==> config.mk <==
export PLATFORM = sky130hd
export DESIGN_NAME = spi_cfg_sequencer
export DESIGN_NICKNAME = d
export VERILOG_FILES = /design/src/rtl/spi_cfg_sequencer_pkg.sv /design/src/rtl/spi_cfg_sequencer_rr_arbiter.sv /design/src/rtl/spi_cfg_sequencer.sv
export SDC_FILE = /design/constraint.sdc
export NUM_CORES = 1
export LEC_CHECK = 0
export ABC_AREA = 1
export CAP_MARGIN = 25
export CORE_ASPECT_RATIO = 2
export CORE_UTILIZATION = 25
export DETAILED_ROUTE_END_ITERATION = 6
export DONT_BUFFER_PORTS = 1
export HOLD_SLACK_MARGIN = 0.08
export PLACE_DENSITY_LB_ADDON = 0.2
export SYNTH_ARGS = -nofsm -noshare
export SYNTH_HDL_FRONTEND = slang
export SYNTH_HIERARCHICAL = 1
export SYNTH_SLANG_ARGS = --single-unit
==> constraint.sdc <==
create_clock -name SCLK -period 3.4 [get_ports SCLK]
set_clock_uncertainty 0.15 [all_clocks]
set_input_delay 0.51 -clock SCLK [delete_from_list [all_inputs] [get_ports SCLK]]
set_output_delay 0.51 -clock SCLK [all_outputs]
set_load 0.01 [all_outputs]
==> src/rtl/spi_cfg_sequencer_pkg.sv <==
//------------------------------------------------------------------------------
// Module   : spi_cfg_pkg
// Brief    : Shared types and constants for the SPI configuration sequencer.
// Revision : 1.0 - initial release
//------------------------------------------------------------------------------
`default_nettype none
`timescale 1ns/1ps

package spi_cfg_pkg;

    localparam int c_DEF_WIDTH       = 32;
    localparam int c_DEF_GRST_CYCLES = 4;
    localparam int c_MAX_REQ         = 8;

    typedef enum logic [2:0] {
        ST_INIT   = 3'd0,
        ST_IDLE   = 3'd1,
        ST_SHIFT  = 3'd2,
        ST_LATCH  = 3'd3,
        ST_FINISH = 3'd4
    } state_t;

    function automatic logic [c_MAX_REQ-1:0] onehot(input logic [2:0] idx);
        onehot      = '0;
        onehot[idx] = 1'b1;
    endfunction

endpackage

`default_nettype wire

==> src/rtl/spi_cfg_sequencer_rr_arbiter.sv <==
//------------------------------------------------------------------------------
// Module   : rr_arbiter
// Brief    : Combinational round-robin pick; search starts just after i_ptr.
// Revision : 1.0 - initial release
//------------------------------------------------------------------------------
`default_nettype none
`timescale 1ns/1ps

module rr_arbiter #(
    parameter int N_REQ = 2,
    parameter int IDXW  = 1
) (
    input  logic [N_REQ-1:0] i_req,
    input  logic [IDXW-1:0]  i_ptr,
    output logic [N_REQ-1:0] o_gnt,
    output logic [IDXW-1:0]  o_win
);

    logic [IDXW:0] w_cand;
    logic          w_found;

    always_comb begin
        o_gnt   = '0;
        o_win   = '0;
        w_found = 1'b0;
        w_cand  = '0;
        for (int off = 1; off <= N_REQ; off++) begin
            w_cand = {1'b0, i_ptr} + (IDXW+1)'(off);
            if (w_cand >= (IDXW+1)'(N_REQ)) begin
                w_cand = w_cand - (IDXW+1)'(N_REQ);
            end
            if (!w_found && i_req[w_cand[IDXW-1:0]]) begin
                w_found                    = 1'b1;
                o_gnt[w_cand[IDXW-1:0]]    = 1'b1;
                o_win                      = w_cand[IDXW-1:0];
            end
        end
    end

endmodule

`default_nettype wire

==> src/rtl/spi_cfg_sequencer.sv <==
//------------------------------------------------------------------------------
// Module   : spi_cfg_sequencer
// Brief    : Arbitrates N_REQ requesters onto one serial config link (SIN/SCK/LOAD).
// Revision : 1.0 - initial release
//------------------------------------------------------------------------------
`default_nettype none
`timescale 1ns/1ps

module spi_cfg_sequencer
    import spi_cfg_pkg::*;
#(
    parameter int N_REQ       = 2,
    parameter int WIDTH       = c_DEF_WIDTH,
    parameter int GRST_CYCLES = c_DEF_GRST_CYCLES
) (
    input  logic                   SCLK,
    input  logic                   RST,
    input  logic [N_REQ-1:0]       REQ,
    input  logic [N_REQ*WIDTH-1:0] DATA,
    input  logic [N_REQ-1:0]       RSEL,
    output logic [N_REQ-1:0]       GNT,
    output logic [N_REQ-1:0]       DONE,
    output logic                   BUSY,
    output logic                   GRST,
    output logic                   SIN,
    output logic                   SCK,
    output logic                   REGSEL,
    output logic                   LOAD
);

    localparam int c_IDXW = (N_REQ > 1) ? $clog2(N_REQ) : 1;
    localparam int c_BITW = (WIDTH > 1) ? $clog2(WIDTH) : 1;
    localparam int c_GCW  = $clog2(GRST_CYCLES + 1);

    state_t             r_state;
    logic               r_grst;
    logic               r_busy;
    logic               r_sck;
    logic               r_phase;
    logic               r_regsel;
    logic               r_load;
    logic [N_REQ-1:0]   r_gnt;
    logic [N_REQ-1:0]   r_done;
    logic [c_IDXW-1:0]  r_last;
    logic [c_IDXW-1:0]  r_win;
    logic [WIDTH-1:0]   r_shift;
    logic [c_BITW-1:0]  r_bit;
    logic [c_GCW-1:0]   r_gcnt;

    logic [N_REQ-1:0]   w_arb_gnt;
    logic [c_IDXW-1:0]  w_win;
    logic               w_any;
    logic [WIDTH-1:0]   w_word;

    rr_arbiter #(
        .N_REQ (N_REQ),
        .IDXW  (c_IDXW)
    ) u_arb (
        .i_req (REQ),
        .i_ptr (r_last),
        .o_gnt (w_arb_gnt),
        .o_win (w_win)
    );

    assign w_any = |w_arb_gnt;

    always_comb begin
        w_word = DATA[WIDTH-1:0];
        for (int i = 1; i < N_REQ; i++) begin
            if (w_win == c_IDXW'(i)) begin
                w_word = DATA[i*WIDTH +: WIDTH];
            end
        end
    end

    // r_last holds the most recent completed winner; reset value makes requester 0 first.
    always_ff @(posedge SCLK) begin
        if (RST) begin
            r_state  <= ST_INIT;
            r_grst   <= 1'b1;
            r_busy   <= 1'b1;
            r_sck    <= 1'b0;
            r_phase  <= 1'b0;
            r_regsel <= 1'b0;
            r_load   <= 1'b0;
            r_gnt    <= '0;
            r_done   <= '0;
            r_last   <= c_IDXW'(N_REQ - 1);
            r_win    <= '0;
            r_shift  <= '0;
            r_bit    <= '0;
            r_gcnt   <= '0;
        end else begin
            r_done <= '0;
            r_load <= 1'b0;
            case (r_state)
                ST_INIT: begin
                    if (r_gcnt == c_GCW'(GRST_CYCLES)) begin
                        r_grst  <= 1'b0;
                        r_busy  <= 1'b0;
                        r_state <= ST_IDLE;
                    end else begin
                        r_gcnt <= r_gcnt + 1'b1;
                    end
                end
                ST_IDLE: begin
                    if (w_any) begin
                        r_win    <= w_win;
                        r_gnt    <= N_REQ'(onehot(3'(w_win)));
                        r_regsel <= RSEL[w_win];
                        r_shift  <= w_word;
                        r_sck    <= 1'b0;
                        r_phase  <= 1'b0;
                        r_bit    <= '0;
                        r_busy   <= 1'b1;
                        r_state  <= ST_SHIFT;
                    end
                end
                ST_SHIFT: begin
                    if (!r_phase) begin
                        r_sck   <= 1'b1;
                        r_phase <= 1'b1;
                    end else begin
                        r_sck   <= 1'b0;
                        r_phase <= 1'b0;
                        // The LSB stays on SIN through LATCH, so no shift after the last bit.
                        if (r_bit == c_BITW'(WIDTH - 1)) begin
                            r_load  <= 1'b1;
                            r_state <= ST_LATCH;
                        end else begin
                            r_shift <= {r_shift[WIDTH-2:0], 1'b0};
                            r_bit   <= r_bit + 1'b1;
                        end
                    end
                end
                ST_LATCH: begin
                    r_done  <= r_gnt;
                    r_gnt   <= '0;
                    r_last  <= r_win;
                    r_state <= ST_FINISH;
                end
                ST_FINISH: begin
                    r_busy  <= 1'b0;
                    r_state <= ST_IDLE;
                end
                default: begin
                    r_state <= ST_INIT;
                end
            endcase
        end
    end

    assign GNT    = r_gnt;
    assign DONE   = r_done;
    assign BUSY   = r_busy;
    assign GRST   = r_grst;
    assign SIN    = r_shift[WIDTH-1];
    assign SCK    = r_sck;
    assign REGSEL = r_regsel;
    assign LOAD   = r_load;

endmodule

`default_nettype wire

==> results by group <==
Run status
  – Status: complete, no violations

Timing
  – Final min period: 2.28 ns
  – Worst-Margin Slew: 0.746 ns
  – Setup TNS: 0 ns
  – RSZ-0062 raised after global routing: false
  – Final Hold Vio Count: 0
  – Worst slew margin: between 50% and 60%
  – Fmax: roughly 440 MHz
  – Final worst path period share: 67.2%
  – Final setup viols: 0
  – Fin. max-slew vios: 0

CTS
  – H-tree depth: 2
  – CTS tree: done
  – TritonCTS buffer count: 5
  – Worst-Skew Late Latency: around 0.30 ns
  – CTS Sinks: 54
  – Post_cts resized: 0
  – Clk buf depth: 2
  – CTS Hold Buffers Added: 0
  – CTS clk-pin slew, worst paths: 0.07 ns
  – Root Driver: clkbuf_16
  – Postcts setup bufs: 0

Die
  – Core Area: between 10,000 and 15,000 um2
  – Die Wd: 78.5 um
  – Die Y: between 150 and 200 um
  – FP Rows: 55
  – I/O Pins: 80
  – Initial Utilization: 25.8%
  – Die area: around 12,000 um2

Logic synthesis
  – Simple-Gate Fraction of Synth Area: roughly 45%
  – Synthesized flop and latch total: 54
  – Synth Instances: 484
  – Xor-xnor portion of the synthesized cell area: 0%
  – Avg Inst Size Synth: approximately 6.0 um2
  – Cell taking the most area after synthesis: dfxtp_1
  – Syn nets: 558
  – Multiplexer share of the synthesized area: 0%
  – Compound-Gate Fraction of Synth Area: approximately a tenth
  – Adder-cell share of the synthesized area: 1.71%
  – Seq/Total Area, Yosys: between 30% and 40%
  – Largest family of logic cells by synthesized area: simple AND/OR/NAND/NOR gates
  – Synth Warn #: 6
  – Top cells by area, synth: dfxtp_1, nand2_1, nor2_1
  – Area of the mapped netlist: 2920 um2
  – Yosys cell types: 23
  – Synth top area share: 37.0%

Place
  – Port Buffers: 0
  – Placed inst area: roughly 3000 um2
  – Placer Congestion: 0.745
  – Final HPWL DP: 5.42 mm

Worst setup path
  – Worst flop-to-flop path startpoint: r_state[0]
  – Critical-path maximum fanout: 36
  – Worst-path cell chain: inv_2, nand3_2, nand2_1, nand2_2, nor2_4, o21ai_0, nor2_1
  – Reg2reg path depth: 7
  – Worst setup EP type: flip-flop
  – Worst Path Required: 3.48 ns
  – Crit-path slowest cell: nor2_4
  – Crit path largest cell delay: 0.58 ns
  – Crit path arrival time: 2.37 ns
  – Launch point of the worst path: r_state[0]
  – Startpoint types: flip-flop
  – CP Class: flip-flop to flip-flop

Hold path
  – Hold_sp: RST
  – Hold Path Depth: 1
  – Min-delay worst type: primary input to flip-flop

GRT
  – First-pass GRT wire length: ~13 mm
  – Global Route Usage Sum: 13.2%
  – Antenna violations before repair: 0
  – Pin count of the biggest net entering global routing: 38
  – Vias in the first global route: between 2,000 and 3,000
  – Grt ovf: 0

Finish
  – Fill cell count: 1,297
  – Layout Utilization: 28.4%
  – Share of layout cells above drive strength 1: 5.32%
  – Area added between synthesis and finish: 10.3%
  – # diodes: 0
  – Final instance area: 3230 um2
  – Final nets: 543

Power and ir drop
  – VDD IR max: approximately 0.00034 V
  – Pleak: ~1.6 nW
  – Pwr Total: approximately 0.0027 W
  – Cell Pwr Density: 830 nW/um2

Route
  – Vias/cell: 4.57
  – Final WL: 7.77 mm
  – DRT iter0 DRCs: 135
  – Remaining DRCs: 0
  – Detailed Routing Iterations Pass 1: 4
  – Routed len/inst: ~13 um
  – Routed Antenna Nets: 0
  – Via count: approximately 2,800

Run
  – Maxcap violations: 0
## cell families (layout without fill, tap and decap cells)
group / after synthesis / in the layout
buf+inv: 51 / 37
simple gates: 321 / 321
flops: 54 / 54
compound gates: 54 / 54
fa+ha+maj: 4 / 4
## cell usage in the layout (no fill, tap or decap), drive strengths merged, types with 2 or more instances in the layout
cell type	instances
nor2	78
clkbuf	6
dfxtp	54
ha	4
nand3	41
nand2	197
nor3b	2
nor3	2
buf	5
o21ai	37
bufinv	2
a21oi	14
inv	24
## routing by layer
metal | up-vias | wire [um] | GRT usage (%)
met5 | - | 0 | 0
met2 | 49 | 4310 | 25.9
li1 | 1486 | - | -
met4 | 0 | 153 | 5.03
met3 | 10 | 261 | 2.46
met1 | 1251 | 3050 | 13.2
## path summary, 6_finish.rpt
| kind | to | slack [ns] |
|---|---|---|
| worst min-delay path | r_win | 0.13 |
| worst max register to register | r_shift[9] | 1.12 |
| worst max-delay path | r_shift[9] | 1.12 |
| worst min register to register | r_win | 0.31 |
## cell type report
| type | count | area (um2) | share of cell area, % |
|---|---|---|---|
| Clock inverter | 2 | 60.1 | 1.86 |
| Tap cell | 142 | 178 | 5.51 |
| Clock buffer | 6 | 139 | 4.31 |
| Multi-Input combinational cell | 379 | 1640 | 50.9 |
| Sequential cell | 54 | 1080 | 33.5 |
| Timing Repair Buffer | 5 | 37.5 | 1.16 |
| Inverter | 24 | 90.1 | 2.79 |
## cell usage after synthesis
cell,n
nor2_4,2
buf_1,4
dfxtp_1,54
nand3_2,1
inv_1,19
o22a_1,1
o21ai_1,5
a21oi_1,14
nand2_1,194
inv_2,5
nand2_2,2
nor3b_1,2
a31oi_1,1
o21ai_0,32
nand2_4,1
nand4_1,1
ha_1,4
nor3_1,2
buf_4,6
clkbuf_1,17
o211ai_1,1
nor2_1,76
nand3_1,40
## state kept, by name (all words and copies together), names as in the netlist, 2 cells and up
signal / flops
r_bit: 5
GNT: 2
r_shift: 32
DONE: 2
r_state: 3
r_gcnt: 3
## report_power, final
group,leakage [nW],switching [W],internal [W]
registers,0.440,0.000154,0.000886
clock network,0.0971,0.000236,0.000442
logic,1.03,0.000684,0.000277
## worst max-delay path, delay by kind of cell (launching register included)
| kind | cells | cell delay (ns) |
|---|---|---|
| flops | 1 | 0.36 |
| buf+inv | 1 | 0.46 |
| compound gates | 1 | 0.16 |
| simple gates | 5 | 1.07 |
## stage by stage
stage | setup WS, ns | hold slack (ns) | instances
2_1_floorplan | 1.61 | 0.290 | 484
5_1_grt | 0.898 | 0.114 | 612
6_report | 1.12 | 0.126 | 612
3_3_place_gp | 1.09 | 0.297 | 604
3_5_place_dp | 1.10 | 0.302 | 604
4_1_cts | 1.07 | 0.118 | 612
Power figures use the tool's default switching activity.
